`src/rtl/wam_pkg.sv`:
```
// Whack-a-mole shared definitions: FSM states, difficulty encoding and the
// per-difficulty spawn delay / mole lifetime / points tables.
package wam_pkg;

    typedef enum logic [1:0] {
        ST_IDLE       = 2'b00,
        ST_SPAWN_WAIT = 2'b01,
        ST_ACTIVE     = 2'b10,
        ST_GAME_OVER  = 2'b11
    } wam_state_e;

    typedef enum logic [1:0] {
        DIFF_EASY    = 2'b00,
        DIFF_MEDIUM  = 2'b01,
        DIFF_HARD    = 2'b10,
        DIFF_DEFAULT = 2'b11
    } wam_diff_e;

    localparam logic [7:0] STREAK_BONUS_PTS = 8'd50;
    localparam logic [3:0] STREAK_BONUS_MIN = 4'd4;
    localparam logic [3:0] STREAK_MAX       = 4'd15;

    // Milliseconds spent in SPAWN_WAIT before a new set of moles appears.
    function automatic logic [15:0] spawn_delay_ms(input wam_diff_e d);
        logic [15:0] v;
        case (d)
            DIFF_EASY:   v = 16'd800;
            DIFF_MEDIUM: v = 16'd600;
            DIFF_HARD:   v = 16'd400;
            default:     v = 16'd700;
        endcase
        return v;
    endfunction

    // Milliseconds a set of moles stays up before the round counts as missed.
    function automatic logic [15:0] lifetime_ms(input wam_diff_e d);
        logic [15:0] v;
        case (d)
            DIFF_EASY:   v = 16'd1500;
            DIFF_MEDIUM: v = 16'd1200;
            DIFF_HARD:   v = 16'd900;
            default:     v = 16'd1500;
        endcase
        return v;
    endfunction

    // Points awarded for each mole hit.
    function automatic logic [7:0] hit_points(input wam_diff_e d);
        logic [7:0] v;
        case (d)
            DIFF_EASY:   v = 8'd10;
            DIFF_MEDIUM: v = 8'd20;
            DIFF_HARD:   v = 8'd30;
            default:     v = 8'd15;
        endcase
        return v;
    endfunction

endpackage

```
`src/rtl/wam_ms_timer.sv`:
```
// Millisecond timer for the whack-a-mole engine: synchronous clear has
// priority, otherwise counts ms ticks and sticks at all-ones.
module wam_ms_timer #(
    parameter int TIMER_W = 11
) (
    input  logic               clk_i,
    input  logic               rst_ni,
    input  logic               clear_i,
    input  logic               ms_tick_i,
    output logic [TIMER_W-1:0] count_o
);

    logic [TIMER_W-1:0] count_q;
    logic [TIMER_W-1:0] count_d;

    // Next count: clear wins, then saturating increment on each tick.
    always_comb begin
        count_d = count_q;
        if (clear_i) begin
            count_d = {TIMER_W{1'b0}};
        end else if (ms_tick_i && (count_q != {TIMER_W{1'b1}})) begin
            count_d = count_q + TIMER_W'(1);
        end else begin
            count_d = count_q;
        end
    end

    // Count register with asynchronous reset.
    always_ff @(posedge clk_i or negedge rst_ni) begin
        if (!rst_ni) begin
            count_q <= {TIMER_W{1'b0}};
        end else begin
            count_q <= count_d;
        end
    end

    assign count_o = count_q;

endmodule

```
`src/rtl/whack_a_mole_engine.sv`:
```
// Whack-a-mole game engine: spawns moles from a random source, scores
// whacks, tracks streak and lives, and ends the game on quit or when all
// lives are spent.
// Optional build macro WAM_STREAK_BONUS_EN: adds a fixed bonus in every hit
// cycle that leaves the streak at 4 or more.
module whack_a_mole_engine
    import wam_pkg::*;
#(
    parameter int N_MOLES    = 9,
    parameter int MAX_ACTIVE = 2,
    parameter int LIVES      = 3,
    parameter int SCORE_W    = 16,
    parameter int TIMER_W    = 11
) (
    input  logic               clk,
    input  logic               reset_n,
    input  logic               ms_tick,
    input  logic               start,
    input  logic [N_MOLES-1:0] switches,
    input  logic [1:0]         difficulty,
    input  logic [15:0]        random_value,
    output logic [N_MOLES-1:0] mole_positions,
    output logic [SCORE_W-1:0] score,
    output logic [3:0]         streak,
    output logic [2:0]         lives,
    output logic               spawn_req,
    output logic               game_over
);

    // Score arithmetic is done wide enough to hold any single-cycle award.
    localparam int SUM_W = ((SCORE_W > 12) ? SCORE_W : 12) + 1;

    // Number of set bits in a mole-wide vector.
    function automatic logic [4:0] popcount(input logic [N_MOLES-1:0] v);
        logic [4:0] c;
        c = 5'd0;
        for (int i = 0; i < N_MOLES; i++) begin
            c = c + {4'd0, v[i]};
        end
        return c;
    endfunction

    // Spawn mask: one hole per random nibble, duplicates merge, never empty.
    function automatic logic [N_MOLES-1:0] build_mask(input logic [15:0] rv);
        logic [N_MOLES-1:0] m;
        logic [3:0]         nib;
        int                 idx;
        m = {N_MOLES{1'b0}};
        for (int k = 0; k < MAX_ACTIVE; k++) begin
            nib    = rv[4*k +: 4];
            idx    = int'(nib) % N_MOLES;
            m[idx] = 1'b1;
        end
        return m;
    endfunction

    // Registered state
    wam_state_e         state_q, state_d;
    wam_diff_e          diff_q, diff_d;
    logic [N_MOLES-1:0] mask_q, mask_d;
    logic [SCORE_W-1:0] score_q, score_d;
    logic [3:0]         streak_q, streak_d;
    logic [2:0]         lives_q, lives_d;
    logic               spawn_req_q, spawn_req_d;
    logic               game_over_q, game_over_d;
    logic               start_prev_q;
    logic [N_MOLES-1:0] sw_prev_q;

    // Combinational helpers
    logic               start_edge_s;
    logic [N_MOLES-1:0] sw_edge_s;
    logic [N_MOLES-1:0] hit_s;
    logic [N_MOLES-1:0] wrong_s;
    logic [N_MOLES-1:0] mask_left_s;
    logic [N_MOLES-1:0] spawn_mask_s;
    logic [4:0]         n_hit_s;
    logic [5:0]         streak_sum_s;
    logic [3:0]         streak_new_s;
    logic [11:0]        add_pts_s;
    logic [11:0]        bonus_s;
    logic [SUM_W-1:0]   score_sum_s;
    logic [SCORE_W-1:0] score_sat_s;
    logic [TIMER_W-1:0] timer_s;
    logic [31:0]        timer_ext_s;
    logic               spawn_due_s;
    logic               life_due_s;
    logic [2:0]         lives_dec_s;
    logic               timer_clear_s;

    assign start_edge_s = start & ~start_prev_q;
    assign sw_edge_s    = switches & ~sw_prev_q;

    // Hit/wrong classification and saturating score/streak candidates.
    always_comb begin
        hit_s        = sw_edge_s & mask_q;
        wrong_s      = sw_edge_s & ~mask_q;
        mask_left_s  = mask_q & ~hit_s;
        spawn_mask_s = build_mask(random_value);
        n_hit_s      = popcount(hit_s);
        streak_sum_s = 6'(streak_q) + 6'(n_hit_s);
        if (wrong_s != {N_MOLES{1'b0}}) begin
            streak_new_s = 4'd0;
        end else if (streak_sum_s > 6'(STREAK_MAX)) begin
            streak_new_s = STREAK_MAX;
        end else begin
            streak_new_s = streak_sum_s[3:0];
        end
        bonus_s = 12'd0;
`ifdef WAM_STREAK_BONUS_EN
        if ((n_hit_s != 5'd0) && (streak_new_s >= STREAK_BONUS_MIN)) begin
            bonus_s = 12'(STREAK_BONUS_PTS);
        end else begin
            bonus_s = 12'd0;
        end
`else
        bonus_s = 12'd0;
`endif
        add_pts_s   = (12'(hit_points(diff_q)) * 12'(n_hit_s)) + bonus_s;
        score_sum_s = SUM_W'(score_q) + SUM_W'(add_pts_s);
        if (score_sum_s > SUM_W'({SCORE_W{1'b1}})) begin
            score_sat_s = {SCORE_W{1'b1}};
        end else begin
            score_sat_s = score_sum_s[SCORE_W-1:0];
        end
        timer_ext_s = 32'(timer_s);
        spawn_due_s = (timer_ext_s == 32'(spawn_delay_ms(diff_q)));
        life_due_s  = (timer_ext_s == 32'(lifetime_ms(diff_q)));
        lives_dec_s = (lives_q != 3'd0) ? (lives_q - 3'd1) : 3'd0;
    end

    // Game FSM next-state and next-output logic.
    always_comb begin
        state_d     = state_q;
        diff_d      = diff_q;
        mask_d      = mask_q;
        score_d     = score_q;
        streak_d    = streak_q;
        lives_d     = lives_q;
        spawn_req_d = 1'b0;
        case (state_q)
            ST_IDLE, ST_GAME_OVER: begin
                if (start_edge_s) begin
                    diff_d   = wam_diff_e'(difficulty);
                    score_d  = {SCORE_W{1'b0}};
                    streak_d = 4'd0;
                    lives_d  = 3'(LIVES);
                    mask_d   = {N_MOLES{1'b0}};
                    state_d  = ST_SPAWN_WAIT;
                end else begin
                    mask_d  = {N_MOLES{1'b0}};
                    state_d = state_q;
                end
            end
            ST_SPAWN_WAIT: begin
                if (start_edge_s) begin
                    mask_d  = {N_MOLES{1'b0}};
                    state_d = ST_GAME_OVER;
                end else if (spawn_due_s) begin
                    mask_d      = spawn_mask_s;
                    spawn_req_d = 1'b1;
                    state_d     = ST_ACTIVE;
                end else begin
                    state_d = state_q;
                end
            end
            ST_ACTIVE: begin
                if (start_edge_s) begin
                    // Quit: score, streak and lives are frozen as they are.
                    mask_d  = {N_MOLES{1'b0}};
                    state_d = ST_GAME_OVER;
                end else begin
                    score_d  = score_sat_s;
                    streak_d = streak_new_s;
                    mask_d   = mask_left_s;
                    if (mask_left_s == {N_MOLES{1'b0}}) begin
                        // Clearing the last mole beats a same-cycle timeout.
                        state_d = ST_SPAWN_WAIT;
                    end else if (life_due_s) begin
                        mask_d   = {N_MOLES{1'b0}};
                        streak_d = 4'd0;
                        lives_d  = lives_dec_s;
                        state_d  = (lives_dec_s == 3'd0) ? ST_GAME_OVER : ST_SPAWN_WAIT;
                    end else begin
                        state_d = state_q;
                    end
                end
            end
            default: begin
                mask_d  = {N_MOLES{1'b0}};
                state_d = ST_IDLE;
            end
        endcase
        game_over_d   = (state_d == ST_GAME_OVER);
        timer_clear_s = (state_d != state_q);
    end

    // State, outputs and edge-detect history registers.
    always_ff @(posedge clk or negedge reset_n) begin
        if (!reset_n) begin
            state_q      <= ST_IDLE;
            diff_q       <= DIFF_EASY;
            mask_q       <= {N_MOLES{1'b0}};
            score_q      <= {SCORE_W{1'b0}};
            streak_q     <= 4'd0;
            lives_q      <= 3'd0;
            spawn_req_q  <= 1'b0;
            game_over_q  <= 1'b0;
            start_prev_q <= 1'b0;
            sw_prev_q    <= {N_MOLES{1'b0}};
        end else begin
            state_q      <= state_d;
            diff_q       <= diff_d;
            mask_q       <= mask_d;
            score_q      <= score_d;
            streak_q     <= streak_d;
            lives_q      <= lives_d;
            spawn_req_q  <= spawn_req_d;
            game_over_q  <= game_over_d;
            start_prev_q <= start;
            sw_prev_q    <= switches;
        end
    end

    wam_ms_timer #(
        .TIMER_W (TIMER_W)
    ) u_timer (
        .clk_i     (clk),
        .rst_ni    (reset_n),
        .clear_i   (timer_clear_s),
        .ms_tick_i (ms_tick),
        .count_o   (timer_s)
    );

    assign mole_positions = mask_q;
    assign score          = score_q;
    assign streak         = streak_q;
    assign lives          = lives_q;
    assign spawn_req      = spawn_req_q;
    assign game_over      = game_over_q;

endmodule

```
`config.mk`:
```
export PLATFORM = sky130hd
export DESIGN_NAME = whack_a_mole_engine
export DESIGN_NICKNAME = d
export VERILOG_FILES = /design/src/rtl/wam_pkg.sv /design/src/rtl/wam_ms_timer.sv /design/src/rtl/whack_a_mole_engine.sv
export SDC_FILE = /design/constraint.sdc
export NUM_CORES = 1
export LEC_CHECK = 0
export CAP_MARGIN = 20
export CORE_ASPECT_RATIO = 1.25
export CORE_MARGIN = 2
export CORE_UTILIZATION = 50
export CTS_CLUSTER_DIAMETER = 60
export DETAILED_ROUTE_END_ITERATION = 8
export PLACE_DENSITY = 0.73
export RECOVER_POWER = 100
export SYNTH_ARGS = -nofsm -noshare
export SYNTH_HDL_FRONTEND = slang
export SYNTH_SLANG_ARGS = --single-unit
```
`constraint.sdc`:
```
create_clock -name clk -period 22.3 [get_ports clk]
set_input_delay 4.46 -clock clk [delete_from_list [all_inputs] [get_ports clk]]
set_output_delay 4.46 -clock clk [all_outputs]
set_load 0.03 [all_outputs]
```
# ---- Yosys cells after proc, flatten, opt, wreduce, memory -nomap -nowiden
# Index checks and enable logic that the tools add are counted.
dict set report op_classes {
  n_addsub 12
  mul 1
  n_div 2
  order_cmp 6
  n_eq_ne 15
  n_mux 43
  n_bitwise 10
  reduce_logical 15
}
# cell count
set op_table {}
lappend op_table {{>= comparator 32 x 1 -> 1 bit, second input constant} 2}
lappend op_table {{< comparator 32 x 6 -> 1 bit, second input constant} 2}
lappend op_table {{modulo 5 x 5 -> 32 bit, second input constant} 2}
lappend op_table {{2-to-1 mux 16 bit} 3}
lappend op_table {{2-to-1 mux 9 bit} 5}
lappend op_table {{bitwise AND 9 bit} 4}
lappend op_table {{equality test 11 x 16 -> 1 bit} 2}
lappend op_table {{one-hot mux 16 bit (2 select lines)} 1}
lappend op_table {{one-hot mux 10 bit (3 select lines)} 1}
lappend op_table {{inverter 9 bit} 3}
lappend op_table {{one-hot mux 9 bit (3 select lines)} 1}
lappend op_table {{2-to-1 mux 4 bit} 6}
lappend op_table {{2-to-1 mux 11 bit} 2}
lappend op_table {{one-hot mux 11 bit (2 select lines)} 1}
lappend op_table {{adder 5 x 1 -> 5 bit} 4}
lappend op_table {{adder 16 x 12 -> 17 bit} 1}
lappend op_table {{greater-than comparator 17 x 16 -> 1 bit, second input constant} 1}
lappend op_table {{2-to-1 mux 3 bit} 5}
lappend op_table {{one-hot mux 5 bit (3 select lines)} 1}
lappend op_table {{2-to-1 mux 2 bit} 7}
lappend op_table {{multiplier 8 x 5 -> 12 bit} 1}
lappend op_table {{adder 11 x 1 -> 11 bit, second input constant} 1}
lappend op_table {{!= test 11 bit, second input constant} 1}
lappend op_table {{zero test 9 bit} 1}
lappend op_table {{30 further kinds} 46}
dict set report word_totals {
  ff_bits 59
  output_inout_bits 34
  word_cells 115
}

# ---- Logic depth before layout (Yosys ltp)
dict set report logic_depth {
  word_depth 19
  mapped_depth 30
  mapped_depth_nobuf 30
}

# ---- By module
# Synthesis repeated with hierarchy kept, for this count alone.
dict set report unflattened {
  cells_unflattened 588
  area_unflattened_um2 5103.6
}
# mod instances cells_per_inst area_per_inst_um2
set by_module_without_submodules {}
lappend by_module_without_submodules {whack_a_mole_engine 1 530 4485.6}
lappend by_module_without_submodules {wam_ms_timer 1 58 618.1}

# ---- Least setup slack after synthesis
# Ideal clock, no wire load.
dict set report synth_path {
  path_kind {input-to-reg}
  start {in switches[0]}
  end {reg score_q[0] (netlist: score[0])}
  setup_time_ns 0.126
  arrival_time_ns 11.158
  required_ns 22.174
  setup_slack_ns 11.016
  cell_stages 26
  path_buffers 0
  cell_sequence {nand2b_1 > nor2_1 > fa_1 > inv_1 > fa_1 > fa_1 > fa_1 > fa_1 > xor2_1 > nor2_1 > ha_1 > inv_1 > fa_1 > fa_1 > inv_1 > ha_1 > a21oi_1 > o21bai_1 > a21oi_1 > xnor2_1 > ha_1 > or4_1 > o22a_1 > a41oi_1 > nor3_1 > a221o_1}
}
dict set report synth_between {
  elab_chain_cells 16
}
# element line
set synth_lines {}
lappend synth_lines {{start: declaration} whack_a_mole_engine.sv:19} ;# input logic [N_MOLES-1:0] switches,
lappend synth_lines {{bitwise AND 9 bit *} whack_a_mole_engine.sv:91} ;# assign sw_edge_s = switches & ~sw_prev_q;
lappend synth_lines {{bitwise AND 9 bit *} whack_a_mole_engine.sv:95} ;# hit_s = sw_edge_s & mask_q;
lappend synth_lines {{adder 1 x 1 -> 2 bit *} whack_a_mole_engine.sv:38} ;# c = c + {4'd0, v[i]};
lappend synth_lines {{adder 2 x 1 -> 3 bit *} whack_a_mole_engine.sv:38}
lappend synth_lines {{adder 3 x 1 -> 4 bit *} whack_a_mole_engine.sv:38}
lappend synth_lines {{adder 4 x 1 -> 5 bit *} whack_a_mole_engine.sv:38}
lappend synth_lines {{adder 5 x 1 -> 5 bit * (4 in a row)} whack_a_mole_engine.sv:38}
lappend synth_lines {{multiplier 8 x 5 -> 12 bit *} whack_a_mole_engine.sv:118} ;# add_pts_s = (12'(hit_points(diff_q)) * 12'(n_hit_s)) + bonus_s;
lappend synth_lines {{adder 16 x 12 -> 17 bit *} whack_a_mole_engine.sv:119} ;# score_sum_s = SUM_W'(score_q) + SUM_W'(add_pts_s);
lappend synth_lines {{greater-than comparator 17 x 16 -> 1 bit} whack_a_mole_engine.sv:120} ;# if (score_sum_s > SUM_W'({SCORE_W{1'b1}})) begin
lappend synth_lines {{2-to-1 mux 16 bit *} whack_a_mole_engine.sv:120}
lappend synth_lines {{2-to-1 mux 16 bit *} whack_a_mole_engine.sv:167} ;# if (start_edge_s) begin
lappend synth_lines {{one-hot mux 16 bit (2 select lines) *} whack_a_mole_engine.sv:140} ;# case (state_q)
lappend synth_lines {{end signal: assignment} whack_a_mole_engine.sv:203} ;# score_q <= {SCORE_W{1'b0}};
lappend synth_lines {{end signal: assignment} whack_a_mole_engine.sv:214} ;# score_q <= score_d;
lappend synth_lines {{end: declaration} whack_a_mole_engine.sv:61} ;# logic [SCORE_W-1:0] score_q, score_d;
# Every way passes the cells marked *; elsewhere a longest branch is shown, timed or not. The select of a mux whose other input is x is not followed.
# A chain may end at the register's enable or synchronous reset.

# ---- Final worst setup path
dict set report layout_path {
  start {in switches[0]}
  end {reg score_q[6] (netlist: score[6])}
}
# Same word-level chain as after synthesis.

==> results.txt <==
share of cells above drive strength 1: 4.37%
CP startpoint kind: primary input
area occupied by multi-input gates: 3180 sq um
Req. time, crit path: 22.56 ns
DRC viols: 0
DIE AREA: 10,700 sq um
actual slew at the worst max-slew pin: 3.22 ns
failing checks: max-capacitance violations, max-slew violations
sequential-to-total area share from yosys stat: 29.9%
drt pass-1 iters: 4
final wirelength: 12.0 mm
dpl cells: 729
Max Buffers Root-to-Sink: 2
r2r startpoint: sw_prev_q[0]$_DFF_PN0_
die span in y: 115 microns
R2R Setup Slk: 14.33 ns
# port buffers: 56
Yosys reg bits: 59
worst hold path cell count: 2
Leak Pwr: 0.00282 uW
Die X: 92.9 microns
RD Place Congestion: 0.925
CTS tree: yes
Mapped Area: 4940 sq um
Sequential Area: 1480 sq um
syn_nets: 653
Slew HR: -115%
Post-synth top flop: dfrtp_1
run status: finished with violations
critical path arrival: 12.58 ns
Starting DRT DRC Count: 153
GR Overflow Total: 0
first-pass GRT wire length: 20.3 mm
H-Tree Level Count: 3
diode count: 0
# fillers: 857
Synth async-reset ratio: 100%
Synth Area per Inst: 8.88 sq um
Post-synth EDFFs: 0
part of the cycle the worst path needs: 55.2%
site row count: 40
commonest non-fill, non-tap cell in the layout: dfrtp_1
Worst Setup Path Type: in -> reg
Root Buffer: clkbuf_16
crit-path max FO: 8
Hold Path Sink: streak[0]$_DFFE_PN0P_
RSZ-0062 raised after global routing: false
DRT antenna net count: 0
vias in the first global route: 4,417
synth warn: 0
Vias/cell: 5.86
Hold Startpoint: streak[0]$_DFFE_PN0P_
Max Fclk: 0.0812 GHz
max-cap viol count: 1
Cells after Synth: 557
Setup crit end kind: register
Final setup viols: 0
GRT Util Overall: 23.9%
hold_buf cts: 0
CTS resizes: 0
Initial Util: 51.5%
HP Class: reg -> reg
Post-DP HPWL: 9.20 mm
cts bufs inserted: 9
final hold viol count: 0
most frequent cells in the layout: dfrtp_1, nor2_1, ha_1
Yosys cell types: 69
setup bufs post-CTS: 0
VDD IR-drop max: 49.3 uV
largest net degree at the start of global routing: 60
number of standard cells in the final layout excluding fillers: 744
clock latency on the worst-skew pair: 0.33 ns
Layout Skew: 0.00533 ns
Worst-path clk slew: 0.05 ns
WL/cell: 16.2 microns
Fin Setup TNS: 0 ns
Final min period: 12.32 ns
layout net count: 710
# IOs: 65
initial antenna violation count: 0
via count: 4,361
FF-to-FF path depth: 27
Core Box Area: 9610 sq um
RR Endpoint: score[6]$_DFFE_PN0P_
CTS sink cnt: 59
Power per Cell Area: 66.9 nW/um^2
Final Slew Violations: 60
Layout area overhead: 18.2%
## how the worst max path moves through the flow
stage                 from                    to  slack, ns
4_1_cts        switches[0]  score[7]$_DFFE_PN0P_      10.13
3_5_place_dp   switches[0]  score[7]$_DFFE_PN0P_       9.82
3_3_place_gp   switches[0]  score[0]$_DFFE_PN0P_       9.93
2_1_floorplan  switches[0]  score[0]$_DFFE_PN0P_      11.02
5_1_grt        switches[0]  score[7]$_DFFE_PN0P_       9.47
6_report       switches[0]  score[6]$_DFFE_PN0P_       9.98
## sequential cells by signal, indices dropped and copies added (netlist names)
| signal | cells |
|---|---|
| streak | 4 |
| sw_prev_q | 9 |
| score | 16 |
| mole_positions | 9 |
| game_over | 1 |
| spawn_req | 1 |
| u_timer.count_o | 11 |
| lives | 3 |
| diff_q | 2 |
| start_prev_q | 1 |
| state_q | 2 |
## critical path: stages
cell and delay (ns):
dlygate4sd3_1 0.55, nand2b_1 0.16, nor2_1 0.08, fa_1 0.54, inv_1 0.05, fa_1 0.53, fa_1 0.44, fa_1 0.45
fa_1 0.39, xor2_1 0.40, nor2_1 0.10, ha_1 0.29, inv_1 0.05, fa_1 0.51, fa_1 0.55, inv_1 0.04
ha_1 0.32, a21oi_1 0.22, o21bai_1 0.09, a21oi_1 0.23, xnor2_1 0.10, ha_1 0.32, o21ai_0 0.09, nor2_1 0.10
o22a_1 0.21, a41oi_1 0.24, nor3_1 0.85, a221o_1 0.21
## final cells by class
class                      instances  area share (%)
tap                              126            2.70
inverter                          46            2.95
timing repair buffer              59            9.89
clock buffer                      13            4.62
sequential                        59            25.3
clock inverter                     2           0.171
multi-input combinational        439            54.4
## kinds of logic (layout without fill, tap and decap cells)
group	count (synthesis)	count (layout)	share of synthesized area (%)
multiplexers	5	5	1.11
adder cells (fa/ha/maj)	65	65	18.4
AND/OR/NAND/NOR	190	190	20.5
AO/OA/AOI/OAI	151	151	20.2
flip-flops	59	59	29.9
XOR/XNOR	28	28	4.96
buffers and inverters	59	120	4.91
## report_power, final
part	leakage, uW	switching, uW	internal, uW
Sequential	0.000782	10.7	116
Combinational	0.00189	87.1	47.2
Clock	0.000141	47.6	83.2
Total	0.00282	145	246
## layer usage
| layer | up-vias | GRT usage [%] | share of wire [%] |
|---|---|---|---|
| met5 | - | 0 | 0 |
| met4 | 0 | 13.4 | 2.7 |
| met3 | 28 | 2.75 | 2.9 |
| met2 | 84 | 43.4 | 53 |
| met1 | 2138 | 27.2 | 41 |
| li1 | 2111 | - | - |
## cell usage after synthesis, drive strengths merged, types with 3 or more instances
cell type,count,area share [%]
a221o,6,1.2
a22oi,3,0.46
nand2,42,3.2
inv,46,3.5
o31ai,3,0.46
buf,6,0.89
nor2,55,4.2
or4,5,0.76
nand3,8,0.81
o22ai,6,0.76
o32ai,3,0.53
nor3,16,2.5
a41oi,3,0.53
fa,13,5.3
o211ai,3,0.46
ha,52,13
o21ai,41,4.1
a31oi,6,0.76
a211oi,3,0.46
nand4,7,0.89
a22o,4,0.71
nand2b,23,2.9
mux2,4,0.91
o31a,3,0.53
a21o,8,1.2
o21bai,3,0.46
xor2,10,1.8
o21a,4,0.61
xnor2,18,3.2
nor2b,11,1.4
or3,5,0.63
a21oi,32,3.2
clkbuf,7,0.53
dfrtp,59,30
## per-stage QoR
stage | setup slack [ns] | cell area [sq um] | utilization, % | power, uW | hold WS [ns]
finish | 9.98 | 5850 | 60.8 | 391 | 0.521
global route | 9.47 | 5850 | 60.8 | 415 | 0.559
CTS | 10.13 | 5890 | 61.3 | 401 | 0.526
detailed placement | 9.82 | 5610 | 58.4 | 268 | 0.513
global placement | 9.93 | 5600 | 58.3 | 259 | 0.506
floorplan | 11.02 | 4940 | - | 227 | 0.549
Note: power is estimated with default switching activity, not from simulation.
